--- src/rtl/estu_pkg.sv ---
// Shared definitions for the timestep scheduler: FSM encoding, default parameters and the
// op_id -> control-unit PC mapping.
package estu_pkg;

    localparam int unsigned PcStrideDef   = 6;
    localparam int unsigned WdogCyclesDef = 4096;
    localparam int unsigned AccW          = 21;

    typedef enum logic [2:0] {
        StIdle,
        StIssue,
        StWait,
        StTsEnd,
        StFinish
    } state_e;

    function automatic logic [7:0] pc_of(input logic [4:0] op_id, input int unsigned stride);
        return 8'({27'd0, op_id} * stride);
    endfunction

endpackage

--- src/rtl/estu_wdog.sv ---
// Op-completion watchdog: counts enabled cycles and pulses o_expire on the Cycles-th
// consecutive enabled cycle without a clear.
module estu_wdog #(
    parameter int unsigned Cycles = 4096
) (
    input  logic i_clk,
    input  logic i_rst,
    input  logic i_clear,
    input  logic i_enable,
    output logic o_expire
);

    localparam int unsigned CntW = (Cycles > 1) ? $clog2(Cycles) : 1;
    localparam logic [CntW-1:0] CntMax = CntW'(Cycles - 1);

    logic [CntW-1:0] cnt_q;

    assign o_expire = i_enable && !i_clear && (cnt_q == CntMax);

    always_ff @(posedge i_clk or posedge i_rst) begin
        if (i_rst) begin
            cnt_q <= '0;
        end else if (i_clear || o_expire) begin
            cnt_q <= '0;
        end else if (i_enable) begin
            cnt_q <= cnt_q + CntW'(1);
        end
    end

endmodule

--- src/rtl/estu_ts_scheduler.sv ---
// Timestep scheduler: steps op_ids through the control unit for each timestep, flips the
// ping-pong memory select between timesteps and accumulates last-layer results per run.
module estu_ts_scheduler
    import estu_pkg::*;
#(
    parameter int unsigned PC_STRIDE   = PcStrideDef,
    parameter int unsigned WDOG_CYCLES = WdogCyclesDef
) (
    input  logic            i_clk,
    input  logic            i_rst,
    input  logic            i_start,
    input  logic [7:0]      i_num_ts,
    input  logic [4:0]      i_num_ops,
    input  logic            i_abort,
    output logic            o_op_valid,
    output logic [4:0]      o_op_id,
    output logic [7:0]      o_pc,
    input  logic            i_op_done,
    output logic            o_pp_sel,
    output logic [7:0]      o_timestep,
    input  logic            i_last_valid,
    input  logic [12:0]     i_last_data,
    output logic [AccW-1:0] o_acc,
    output logic            o_busy,
    output logic            o_done,
    output logic            o_err
);

    state_e            state_q;
    logic [7:0]        num_ts_q;
    logic [4:0]        num_ops_q;
    logic              op_valid_q;
    logic [4:0]        op_id_q;
    logic              pp_sel_q;
    logic [7:0]        timestep_q;
    logic [AccW-1:0]   acc_q;
    logic              busy_q;
    logic              done_q;
    logic              err_q;
    logic              last_valid_q;

    logic wdog_clear;
    logic wdog_enable;
    logic wdog_expire;
    logic lv_rise;
    logic abort_run;

    assign wdog_enable = (state_q == StWait);
    assign wdog_clear  = (state_q != StWait) || i_op_done;
    assign lv_rise     = i_last_valid && !last_valid_q;
    assign abort_run   = i_abort && (state_q == StIssue || state_q == StWait || state_q == StTsEnd);

    estu_wdog #(
        .Cycles (WDOG_CYCLES)
    ) u_wdog (
        .i_clk    (i_clk),
        .i_rst    (i_rst),
        .i_clear  (wdog_clear),
        .i_enable (wdog_enable),
        .o_expire (wdog_expire)
    );

    always_ff @(posedge i_clk or posedge i_rst) begin
        if (i_rst) begin
            state_q      <= StIdle;
            num_ts_q     <= '0;
            num_ops_q    <= '0;
            op_valid_q   <= 1'b0;
            op_id_q      <= '0;
            pp_sel_q     <= 1'b0;
            timestep_q   <= '0;
            acc_q        <= '0;
            busy_q       <= 1'b0;
            done_q       <= 1'b0;
            err_q        <= 1'b0;
            last_valid_q <= 1'b0;
        end else begin
            done_q       <= 1'b0;
            op_valid_q   <= 1'b0;
            last_valid_q <= i_last_valid;
            // Still busy on the edge into FINISH, so a coincident result is kept.
            if (busy_q && lv_rise) begin
                acc_q <= acc_q + AccW'(i_last_data);
            end
            if (abort_run) begin
                state_q <= StFinish;
                done_q  <= 1'b1;
                busy_q  <= 1'b1;
            end else begin
                unique case (state_q)
                    StIdle: begin
                        if (i_start) begin
                            if (i_num_ts != 8'd0 && i_num_ops != 5'd0) begin
                                num_ts_q   <= i_num_ts;
                                num_ops_q  <= i_num_ops;
                                acc_q      <= '0;
                                err_q      <= 1'b0;
                                timestep_q <= '0;
                                op_id_q    <= '0;
                                pp_sel_q   <= 1'b0;
                                op_valid_q <= 1'b1;
                                busy_q     <= 1'b1;
                                state_q    <= StIssue;
                            end else begin
                                done_q <= 1'b1;
                            end
                        end
                    end
                    StIssue: begin
                        state_q <= StWait;
                    end
                    StWait: begin
                        if (i_op_done) begin
                            if (op_id_q == num_ops_q - 5'd1) begin
                                state_q <= StTsEnd;
                            end else begin
                                op_id_q    <= op_id_q + 5'd1;
                                op_valid_q <= 1'b1;
                                state_q    <= StIssue;
                            end
                        end else if (wdog_expire) begin
                            err_q   <= 1'b1;
                            done_q  <= 1'b1;
                            state_q <= StFinish;
                        end
                    end
                    StTsEnd: begin
                        pp_sel_q <= ~pp_sel_q;
                        op_id_q  <= '0;
                        if (timestep_q == num_ts_q - 8'd1) begin
                            done_q  <= 1'b1;
                            state_q <= StFinish;
                        end else begin
                            timestep_q <= timestep_q + 8'd1;
                            op_valid_q <= 1'b1;
                            state_q    <= StIssue;
                        end
                    end
                    StFinish: begin
                        busy_q  <= 1'b0;
                        state_q <= StIdle;
                    end
                    default: begin
                        busy_q  <= 1'b0;
                        state_q <= StIdle;
                    end
                endcase
            end
        end
    end

    assign o_op_valid = op_valid_q;
    assign o_op_id    = op_id_q;
    assign o_pc       = pc_of(op_id_q, PC_STRIDE);
    assign o_pp_sel   = pp_sel_q;
    assign o_timestep = timestep_q;
    assign o_acc      = acc_q;
    assign o_busy     = busy_q;
    assign o_done     = done_q;
    assign o_err      = err_q;

endmodule

--- config.mk ---
export PLATFORM = sky130hd
export DESIGN_NAME = estu_ts_scheduler
export DESIGN_NICKNAME = d
export VERILOG_FILES = /design/src/rtl/estu_pkg.sv /design/src/rtl/estu_wdog.sv /design/src/rtl/estu_ts_scheduler.sv
export SDC_FILE = /design/constraint.sdc
export NUM_CORES = 1
export LEC_CHECK = 0
export BUFFER_PORTS_ARGS = -buffer_cell sky130_fd_sc_hd__buf_2
export CAP_MARGIN = 10
export CORE_MARGIN = 4
export CORE_UTILIZATION = 41
export DETAILED_ROUTE_END_ITERATION = 12
export GPL_TIMING_DRIVEN = 0
export SYNTH_ARGS = -nofsm -noshare
export SYNTH_HDL_FRONTEND = slang
export SYNTH_SLANG_ARGS = --single-unit
--- constraint.sdc ---
create_clock -name i_clk -period 6.4 [get_ports i_clk]
set_input_delay 0.64 -clock i_clk [delete_from_list [all_inputs] [get_ports i_clk]]
set_output_delay 0.64 -clock i_clk [all_outputs]
set_load 0.005 [all_outputs]
==> impl_metrics.py <==
metrics = {
    "cells_and_area": {
        "final_cell_mix": "79 x buf_2, 68 x dfrtp_1, 58 x nor2_1, 56 x nand2_1, 36 x a21oi_1",
        "fillCellCount": 990,
        "syn2layout_area_growth_pct": 18.73,
        "antenna_cells": 0,
        "final_common_cell": "buf_2",
        "drive_gt1_share_pct": 23.50,
        "final-instance-count-excl-fill": 702,
        "finalNetCount": 618,
    },
    "route": {
        "drtAntennaViolNets": 0,
        "first_iter_violations": 169,
        "wl_per_cell_um": 14.63,
        "viasPerCell": 5.262,
        "drt-total-wl_um": 10270,
        "vias": 3694,
        "drc": 0,
        "drt_pass1_iterations": 5,
    },
    "worst_setup_path": {
        "endpoint_kind": "primary output",
        "required_ns": 5.76,
        "critPathLaunchType": "flip-flop",
        "path_max_fanout": 7,
        "crit_type": "flip-flop to primary output",
        "cp.arrival_ns": 2.08,
    },
    "die": {
        "initial_core_util_pct": 41.93,
        "rows": 37,
        "die_w_um": 110.5,
        "coreArea_um2": 10280,
        "die_area_um2": 12210,
        "fp.dieH_um": 110.5,
        "pin_count": 79,
    },
    "cts": {
        "clk_pin_slew_ns": 0.08,
        "htreeDepth": 3,
        "cts_buffers": 9,
        "ctsResizeCount": 0,
        "cts_tree": "done",
        "clock_latency_ns": 0.35,
        "cts-root-buf": "clkbuf_8",
        "cts_setup_buffers": 0,
        "hold_buffers": 0,
        "cts_sinks": 68,
        "clockBufferDepth": 2,
    },
    "power": {
        "leakagePower_uw": 0.002390,
        "power.density_nw_per_um2": 367.0,
        "irDropWorstVdd_mv": 0.1912,
    },
    "logic_synthesis": {
        "avgSynthCellArea_um2": 9.110,
        "synth_edf_count": 0,
        "yosysSeqAreaShare_pct": 39.49,
        "synth-async-reset-ratio_pct": 100.0,
        "ys.warnings.count": 0,
        "syn_area_um2": 4309,
        "ys_seq_elements": 68,
        "synth_nets": 530,
        "synth_cell_types": 63,
        "syn-instance-count": 473,
        "ys.flop_type": "dfrtp_1",
    },
    "placement": {
        "dp_slack_ns": 3.515,
        "placedCellCount": 686,
        "io_buffers": 77,
        "place.gp.congestion": 0.8250,
        "dp_hpwl_um": 7643,
    },
    "sta": {
        "hold_violations": 0,
        "fin_crit_ns": 2.719,
        "drv_slew": 0,
        "max_slew_margin_pct": 24.66,
        "fin_crit_sh_pct": 42.48,
        "worst_pin_slew_ns": 1.128,
        "rsz0062_at_grt": "false",
        "finClkSkew_ns": 0.01236,
        "setup_viol": 0,
        "max_freq_ghz": 0.3678,
        "tns_ns": 0,
        "fin_ws_ns": 3.681,
    },
    "worst_hold_path": {
        "hold_class": "primary input to flip-flop",
    },
    "global_route": {
        "antenna_found_initial": 0,
        "grt_pass1_vias": 3691,
        "grt_first_pass_wirelength_um": 17670,
        "grt.overflow.total": 0,
        "grt_max_degree": 69,
        "track_usage_pct": 17.41,
    },
    "status": {
        "outcome": "completed",
    },
    "job": {
        "drv_cap": 0,
    },
}
[flip-flops by register name, indices dropped and copies added (netlist names)]
| signal | flops |
|---|---|
| o_pp_sel | 1 |
| state_q | 3 |
| u_wdog.cnt_q | 12 |
| o_acc | 21 |
| num_ts_q | 8 |
| num_ops_q | 5 |
| o_err | 1 |
| o_timestep | 8 |
| o_busy | 1 |
| o_op_id | 5 |
| o_done | 1 |
| o_op_valid | 1 |
| last_valid_q | 1 |
[worst max-delay path, cell delays in order, from the launching register on]
cell and delay [ns]:
dfrtp_1 0.48, ha_1 0.27, inv_1 0.07, fa_1 0.41, inv_1 0.07, a21oi_1 0.06, nor2_1 0.08, nor2_1 0.05
xnor2_1 0.12, buf_2 0.13
[power breakdown]
part           switching, uW  leakage, uW  total [uW]  internal [uW]
Combinational            438      0.00137         799            361
Clock                    174     0.000122         444            269
Sequential               106     0.000903         635            529
[per-stage QoR]
step | util (%) | hold slack (ns) | total power (uW) | cell area (um^2)
final | 49.78 | 0.4470 | 1878 | 5116
after global routing | 49.78 | 0.4208 | 2035 | 5116
after CTS | 49.78 | 0.4144 | 1901 | 5116
after detailed placement | 47.36 | 0.4841 | 1442 | 4867
after global placement | 47.33 | 0.4748 | 1417 | 4865
after floorplan | - | 0.4546 | 1220 | 4309
[cell usage after synthesis, types with 4 or more instances]
cell      instances  area [um^2]
o21ai_0          18        90.09
ha_1             23        287.8
a31oi_1           4        25.02
xnor2_1          30        262.8
clkbuf_1          6        22.52
inv_1            24        90.09
a21o_1            5        37.54
nor3_1            9        45.04
a211oi_1          4        30.03
dfrtp_1          68         1702
o31ai_1           5        37.54
xor2_1           15        131.4
a21oi_1          36        180.2
or3_1             4        25.02
o21bai_1          4        30.03
nand2_1          56        210.2
nor2_1           58        217.7
nand4_1           4        25.02
mux2_2            9        101.4
nand3_1          12        60.06
or4_1             5        37.54
and3_1            4        25.02
[kinds of logic after synthesis]
group / synth area share (%)
other: 0.08702
DFF: 39.49
and+or+nand+nor: 20.32
adders and majority gates: 7.608
muxes: 2.846
xor gates and xnor gates: 9.146
buffers and inverters: 4.733
AOI/OAI and AO/OA: 15.77
[routing by layer]
| metal | GRT usage (%) | part of all wire, % | vias to the layer above |
|---|---|---|---|
| met5 | 0 | 0 | - |
| met4 | 4.351 | 1.1 | 0 |
| met3 | 4.986 | 5.5 | 10 |
| met2 | 27.99 | 47 | 112 |
| met1 | 23.15 | 46 | 1747 |
| li1 | - | - | 1825 |
[final timing paths]
kind	cells past startpoint	to	from	slack [ns]
min in group asynchronous	2	o_acc[20]	i_rst	0.46
max in group asynchronous	2	o_acc[3]	i_rst	5.35
setup reg to reg	8	o_acc[13]	o_acc[3]	3.82
hold reg to reg	1	u_wdog.cnt_q[0]	u_wdog.cnt_q[0]	0.49
setup / recovery	9	o_pc[6]	o_op_id[0]	3.68
hold / removal	1	last_valid_q	i_last_valid	0.45
[cell type report]
cell class,count,area [um^2],area share [%]
multi-input cells,366,2404,46.98
well taps,136,170.2,3.326
plain buffers,15,113.9,2.225
inverters,24,92.59,1.810
clock inverters,6,111.4,2.177
clock buffers,10,137.6,2.690
flip-flops and latches,68,1702,33.26
repair buffers,77,385.4,7.532
Power figures use the tool's default switching activity.
